## src/rtl/gpr_mp_if.sv

```systemverilog
// Register-file access bundle: two write ports, NUM_RD read ports and the scoreboard busy-set.
// The read-side outputs are combinational (zero-latency reads).
interface gpr_mp_if #(
  parameter int unsigned DATA_W = 32,
  parameter int unsigned ADDR_W = 5,
  parameter int unsigned NUM_RD = 2
);
  logic                     we0;
  logic [ADDR_W-1:0]        waddr0;
  logic [DATA_W-1:0]        wdata0;
  logic                     we1;
  logic [ADDR_W-1:0]        waddr1;
  logic [DATA_W-1:0]        wdata1;
  logic [NUM_RD*ADDR_W-1:0] raddr;
  logic [NUM_RD*DATA_W-1:0] rdata;
  logic [NUM_RD-1:0]        rd_busy;
  logic                     busy_set;
  logic [ADDR_W-1:0]        busy_addr;

  modport master (
    output we0, waddr0, wdata0, we1, waddr1, wdata1, raddr, busy_set, busy_addr,
    input  rdata, rd_busy
  );

  modport slave (
    input  we0, waddr0, wdata0, we1, waddr1, wdata1, raddr, busy_set, busy_addr,
    output rdata, rd_busy
  );
endinterface

```

## src/rtl/gpr_mp.sv

```systemverilog
// Multi-port register file with two write ports (port 1 has priority), optional
// write-to-read bypass and a per-register pending-write scoreboard.
module gpr_mp #(
  parameter int unsigned DATA_W   = 32,
  parameter int unsigned ADDR_W   = 5,
  parameter int unsigned NUM_RD   = 2,
  parameter int unsigned ZERO_REG = 1,
  parameter int unsigned BYPASS   = 1
) (
  input logic     clk,
  input logic     rst,
  gpr_mp_if.slave bus
);
  localparam int unsigned DEPTH = 2 ** ADDR_W;

  logic [DATA_W-1:0] regs_q [DEPTH];
  logic [DATA_W-1:0] regs_d [DEPTH];
  logic [DEPTH-1:0]  busy_q;
  logic [DEPTH-1:0]  busy_d;
  logic              wr0_ok;
  logic              wr1_ok;
  logic              bset_ok;

  // Accesses to a hard-wired zero register are dropped before they reach any state.
  assign wr0_ok  = bus.we0 && !((ZERO_REG != 0) && (bus.waddr0 == '0));
  assign wr1_ok  = bus.we1 && !((ZERO_REG != 0) && (bus.waddr1 == '0));
  assign bset_ok = bus.busy_set && !((ZERO_REG != 0) && (bus.busy_addr == '0));

  // Port 1 is applied last so it wins a same-index collision; a new producer outranks a write.
  always_comb begin
    regs_d = regs_q;
    busy_d = busy_q;
    if (wr0_ok) begin
      regs_d[bus.waddr0] = bus.wdata0;
      busy_d[bus.waddr0] = 1'b0;
    end
    if (wr1_ok) begin
      regs_d[bus.waddr1] = bus.wdata1;
      busy_d[bus.waddr1] = 1'b0;
    end
    if (bset_ok) begin
      busy_d[bus.busy_addr] = 1'b1;
    end
  end

  always_ff @(posedge clk or posedge rst) begin
    if (rst) begin
      regs_q <= '{default: '0};
      busy_q <= '0;
    end else begin
      regs_q <= regs_d;
      busy_q <= busy_d;
    end
  end

  for (genvar k = 0; k < NUM_RD; k++) begin : g_rd
    logic [ADDR_W-1:0] ra;
    logic [DATA_W-1:0] rd_c;
    logic              bz_c;

    assign ra = bus.raddr[k*ADDR_W +: ADDR_W];

    // A forwarded write supplies the data and also resolves the pending hazard.
    always_comb begin
      rd_c = regs_q[ra];
      bz_c = busy_q[ra];
      if (BYPASS != 0) begin
        if (wr0_ok && (bus.waddr0 == ra)) begin
          rd_c = bus.wdata0;
          bz_c = 1'b0;
        end
        if (wr1_ok && (bus.waddr1 == ra)) begin
          rd_c = bus.wdata1;
          bz_c = 1'b0;
        end
      end
      if (rst) begin
        rd_c = '0;
        bz_c = 1'b0;
      end
    end

    assign bus.rdata[k*DATA_W +: DATA_W] = rd_c;
    assign bus.rd_busy[k]                = bz_c;
  end
endmodule

```

## src/flat_wrapper.sv

```systemverilog
// flat-port wrapper written by rule: the top's interface ports become plain ports
module gpr_mp_flat 
#(
  parameter int unsigned DATA_W   = 32,
  parameter int unsigned ADDR_W   = 5,
  parameter int unsigned NUM_RD   = 2,
  parameter int unsigned ZERO_REG = 1,
  parameter int unsigned BYPASS   = 1
)
  (clk, rst, bus_we0, bus_waddr0, bus_wdata0, bus_we1, bus_waddr1, bus_wdata1, bus_raddr, bus_busy_set, bus_busy_addr, bus_rdata, bus_rd_busy);
  gpr_mp_if #(.DATA_W(DATA_W), .ADDR_W(ADDR_W), .NUM_RD(NUM_RD)) bus_i ();
  input logic clk;
  input logic rst;
  input wire logic [$bits(bus_i.we0)-1:0] bus_we0;
  input wire logic [$bits(bus_i.waddr0)-1:0] bus_waddr0;
  input wire logic [$bits(bus_i.wdata0)-1:0] bus_wdata0;
  input wire logic [$bits(bus_i.we1)-1:0] bus_we1;
  input wire logic [$bits(bus_i.waddr1)-1:0] bus_waddr1;
  input wire logic [$bits(bus_i.wdata1)-1:0] bus_wdata1;
  input wire logic [$bits(bus_i.raddr)-1:0] bus_raddr;
  input wire logic [$bits(bus_i.busy_set)-1:0] bus_busy_set;
  input wire logic [$bits(bus_i.busy_addr)-1:0] bus_busy_addr;
  output wire logic [$bits(bus_i.rdata)-1:0] bus_rdata;
  output wire logic [$bits(bus_i.rd_busy)-1:0] bus_rd_busy;
  assign bus_i.we0 = bus_we0;
  assign bus_i.waddr0 = bus_waddr0;
  assign bus_i.wdata0 = bus_wdata0;
  assign bus_i.we1 = bus_we1;
  assign bus_i.waddr1 = bus_waddr1;
  assign bus_i.wdata1 = bus_wdata1;
  assign bus_i.raddr = bus_raddr;
  assign bus_i.busy_set = bus_busy_set;
  assign bus_i.busy_addr = bus_busy_addr;
  assign bus_rdata = bus_i.rdata;
  assign bus_rd_busy = bus_i.rd_busy;
  gpr_mp #(.DATA_W(DATA_W), .ADDR_W(ADDR_W), .NUM_RD(NUM_RD), .ZERO_REG(ZERO_REG), .BYPASS(BYPASS)) u_core (.clk(clk), .rst(rst), .bus(bus_i));
endmodule
```

## config.mk

```make
export PLATFORM = sky130hd
export DESIGN_NAME = gpr_mp_flat
export DESIGN_NICKNAME = d
export VERILOG_FILES = /design/src/rtl/gpr_mp_if.sv /design/src/rtl/gpr_mp.sv /design/src/flat_wrapper.sv
export SDC_FILE = /design/constraint.sdc
export NUM_CORES = 2
export LEC_CHECK = 0
export CORE_MARGIN = 5
export CORE_UTILIZATION = 30
export DETAILED_ROUTE_END_ITERATION = 16
export SLEW_MARGIN = 30
export SYNTH_ARGS = -nofsm -noshare
export SYNTH_HDL_FRONTEND = slang
export SYNTH_SLANG_ARGS = --single-unit
```

## constraint.sdc

```tcl
create_clock -name clk -period 176.5 [get_ports clk]
set_input_delay 52.95 -clock clk [delete_from_list [all_inputs] [get_ports clk]]
set_output_delay 52.95 -clock clk [all_outputs]
set_load 0.02 [all_outputs]
```

* Word-level counts from Yosys, hierarchy flattened
Cells that the tools add are included.
Cells by class: muxes and demuxes 39, shifts and indexed selects 0, equal/unequal tests 4, divide/modulo/power cells 0, reductions and logical operators 18, magnitude comparators 14, add/subtract/negate cells 0, $mul 0, bitwise operators 9
Operators by type and width (number):
- $bwmux 1024 | 2
- $mux 1024 | 2
- $mux 32 | 15
- $bmux 32 s5 | 2
- $demux 32 s5 | 2
- $and 32x32->32 | 2
- $not 32->32 | 2
- $or 32x32->32 | 1
- $lt 5x6->1 const B | 5
- $ge 6x6->1 const B | 4
- $not 5->6 | 4
- $eq 5x5->1 | 4
- $demux 1 s5 | 3
- $ge 5x1->1 const B | 3
- $logic_not 5->1 | 3
- $logic_and 1x1->1 | 12
- $lt 6x1->1 const B | 2
- $mux 1 | 11
- $bmux 1 s5 | 2
- $logic_not 1->1 | 3
Word-level totals: register bits after elaboration 1056, bits of input ports 94, memories 0, RAM bits 0, bits in latches 0, logic and storage cells 117, memory bits (read-only) 0

* Logic depth before layout (Yosys ltp)
word-level depth 11, mapped depth 10, gate-level depth less buffers 6

* Least setup slack after synthesis
Ideal clock, no wire load.
path type input-to-output, start point input port rst, end point output port bus_rdata[62], path buffers 1, arrival 76.329 ns, cell stages on the path 4, setup slack 47.221 ns, cell sequence clkbuf_1 inv_1 nand3_1 o211ai_1
On the way: cells in the longest elaborated chain, start to end 1
RTL lines:
- from (decl) | line flat_wrapper.sv:13 | input logic rst;
- $mux 32 | line gpr_mp.sv:77 | if (rst) begin
- to (decl) | line flat_wrapper.sv:23 | output wire logic [$bits(bus_i.rdata)-1:0] bus_rdata;
No other way between the ends.

* Final worst setup path
start point input port bus_raddr[6], end point output port bus_rdata[42]
On the way: cells in the longest elaborated chain, start to end 7, elaborated cells between the ends (all ways) 11
RTL lines:
- from (decl) | line flat_wrapper.sv:20 | input wire logic [$bits(bus_i.raddr)-1:0] bus_raddr;
- $not 5->6 (implied by the code) | line gpr_mp.sv:65 | rd_c = regs_q[ra];
- $bmux 32 s5 | line gpr_mp.sv:65
- $mux 32 (implied by the code) (2 in series) | line gpr_mp.sv:65
- $mux 32 | line gpr_mp.sv:68 | if (wr0_ok && (bus.waddr0 == ra)) begin
- $mux 32 * | line gpr_mp.sv:72 | if (wr1_ok && (bus.waddr1 == ra)) begin
- $mux 32 * | line gpr_mp.sv:77
Every way passes the cells marked *; elsewhere a longest branch is shown, timed or not. The select of a mux whose other input is x is not followed.

==> impl_metrics.yaml <==
timing:
  final_hold_viol_count: 0
  relSlewSlack: 0.264
  fin_skew_ns: 0
  maxSlewViolCount: 0
  layout_worst_path_cycle_share: 0.631
  rsz0062_at_grt: "false"
  max_slew.worst_pin.slew_ns: 1.10
  period_minus_slack_ns: 111.30
  setup_viol: 0
  fin_setup_tns_ns: 0
  fmax_ghz: 0.00899
cells_and_area:
  fin_area_sq_um: 74800
  layout_commonest_cell: "dfrtp_1"
  nets: 5938
  n_fill_cell: 21846
  drive_above_1_share: 0.179
  final_util: 0.337
  area_growth_pct: 12.1
  final_cell_mix: "dfrtp_1, mux2i_1, a21oi_1"
detailed_routing:
  routed-via-count: 52117
  ant_nets: 0
  drt-vias-per-instance: 5.85
  dr_wl_met3_um: 27800
  drt-met1-wl_um: 95700
  drt-total-wl_um: 257000
  post_drt_wl_per_cell_um: 28.8
  wl_met2_um: 119000
  top_layer: "met5"
  drt-pass1-iter-count: 8
  dr.first_iter.drc_count: 6849
  drc: 0
yosys:
  synth-adder-area-share: 0
  ys_types: 44
  synth_simple_gate_area_share: 0.0764
  synthTopCellsByArea: "dfrtp_1, mux4_2, mux2i_1"
  synth.ff_latch_count: 1056
  synth_top_family_by_area: "multiplexers"
  yosysTopAreaCellShare: 0.396
  syn_nets: 6327
  netlist_area_sq_um: 66700
  syn_area_per_cell_sq_um: 10.7
  yosys_warnings: 0
  synth_ff_type: "dfrtp_1"
  synth_compound_area_frac: 0.112
  synth.mux.area_fraction: 0.361
  synth_cells: 6233
  synth_edf_count: 0
  synth.largest_area_cell: "dfrtp_1"
  synth_xor_area_frac: 0.00262
  seq_area_frac_synth: 0.396
  async_reset_ff_frac: 1.00
worst_setup_path:
  crit_path_max_fanout: 79
  startpoint_type: "input pin"
  crit_path_end_kind: "primary output"
  worst-setup-path-type: "input pin to primary output"
  cp.arrival_ns: 58.35
  worstPathRequired_ns: 123.55
power:
  power_frac_seq: 0.435
  p_leak_nw: 31.3
  p_comb_frac: 0.266
  switching_share: 0.310
  p_int_w: 0.000563
  pwr-share-clk: 0.298
  power.density_nw_per_um2: 10.9
  p_sw_w: 0.000253
  vdd_ir_drop_max_mv: 0.00822
global_route:
  grt_first_pass_wirelength_um: 370000
  antenna_found_initial: 6
  grt_use_total: 0.215
  grt_pass1_vias: 51729
  grt_max_degree: 135
  overflow: 0
clock_tree:
  cts_max_path_buffers: 3
  cts.htree.levels: 3
  cts_buffers: 108
  clkLatencyLatePin_ns: 0.74
  cts_tree: "yes"
  postCtsResizedCells: 0
  cts_hold_repair.buffers: 0
  root_buffer: "clkbuf_16"
  clkTransAtPathRegs_ns: 0.06
  clkSinkCount: 1056
  cts_setup_buffers: 0
floorplanning:
  start_util: 0.301
  rows: 173
  ios: 160
  die_w_um: 482
  die_y_um: 482
  core_area_sq_um: 222000
  dieArea_sq_um: 232000
placement:
  dp_hpwl_um: 139000
  gp_congestion: 0.820
  placed_area_sq_um: 70900
  port_buffers: 159
run_status:
  status: "finished clean"
hold_path:
  hold_path_class: "register to register"
flow_run:
  maxCapViolCount: 0
## kinds of logic (layout without fill, tap and decap cells)
| group | count (synthesis) | count (layout) |
|---|---|---|
| compound gates | 1368 | 1368 |
| buf+inv | 852 | 550 |
| xor+xnor | 20 | 20 |
| mux | 1658 | 1658 |
| simple gates | 1279 | 1279 |
| other cells | 0 | 5 |
| flops | 1056 | 1056 |
## path summary, 6_finish.rpt
| check | depth (start not counted) | slack, ns | start | end |
|---|---|---|---|---|
| max in group asynchronous | 6 | 120.68 | rst | u_core.regs_q[647] |
| hold reg to reg | 0 | 0.40 | u_core.regs_q[1001] | u_core.regs_q[1001] |
| setup reg to reg | 3 | 175.49 | u_core.regs_q[989] | u_core.regs_q[989] |
| hold / removal | 0 | 0.40 | u_core.regs_q[1001] | u_core.regs_q[1001] |
| setup / recovery | 11 | 65.20 | bus_raddr[6] | bus_rdata[42] |
| min in group asynchronous | 3 | 53.15 | rst | u_core.regs_q[1017] |
## Yosys cell counts (36+ instances only)
library cell and count:
buf_2 150, nor2b_1 41, nor2_1 639, a22oi_1 60
clkbuf_1 530, a21oi_1 795, dfrtp_1 1056, inv_1 36
o21ai_0 388, mux2i_1 1030, nand2_1 527, o221ai_1 58
buf_1 111, mux4_2 596
## metrics by stage
step / power (W) / setup WS, ns / hold WS, ns / instances
3_5_place_dp: 0.000572 / 65.28 / 0.383 / 8706
2_1_floorplan: 0.000508 / 47.22 / 0.441 / 6233
5_1_grt: 0.000853 / 64.98 / 0.407 / 8907
3_3_place_gp: 0.000560 / 65.30 / 0.376 / 8690
4_1_cts: 0.000814 / 65.27 / 0.397 / 8903
6_report: 0.000816 / 65.20 / 0.397 / 8911
## state kept, by name (all words and copies together), names as in the netlist
| signal | cells |
|---|---|
| u_core.busy_q | 32 |
| u_core.regs_q | 1024 |
## final cells by class
class                   instances  area (sq um)  area share
flip-flops and latches       1056         26400       0.353
clock inverters                29           368     0.00492
inverters                      36           143     0.00191
repair buffers                317          3240      0.0433
well taps                    2975          3720      0.0498
multi-input cells            4325         37600       0.502
diodes                          5          12.5    0.000167
clock buffers                 168          3310      0.0443
## power by group through the flow
stage / combinational, W / clock, W / sequential, W
global route: 0.000235 / 0.000256 / 0.000362
floorplan: 0.000167 / 0 / 0.000340
global placement: 0.000208 / 0 / 0.000351
detailed placement: 0.000215 / 0 / 0.000356
finish: 0.000217 / 0.000243 / 0.000355
CTS: 0.000215 / 0.000246 / 0.000353
## critical path, cell delays in order
cell and delay (ns):
buf_8 0.59, buf_4 0.91, buf_4 0.83, buf_4 0.77
mux4_2 0.59, nor2b_1 0.14, a211oi_1 0.30, a21oi_1 0.08
nand2_1 0.10, o221ai_1 0.23, clkdlybuf4s50_1 0.66
## layer usage
layer / global-route usage / vias to the layer above
li1: - / 21937
met1: 0.264 / 26311
met3: 0.0672 / 796
met4: 0.103 / 4
met2: 0.344 / 3069
met5: 0 / -
Power figures use the tool's default switching activity.
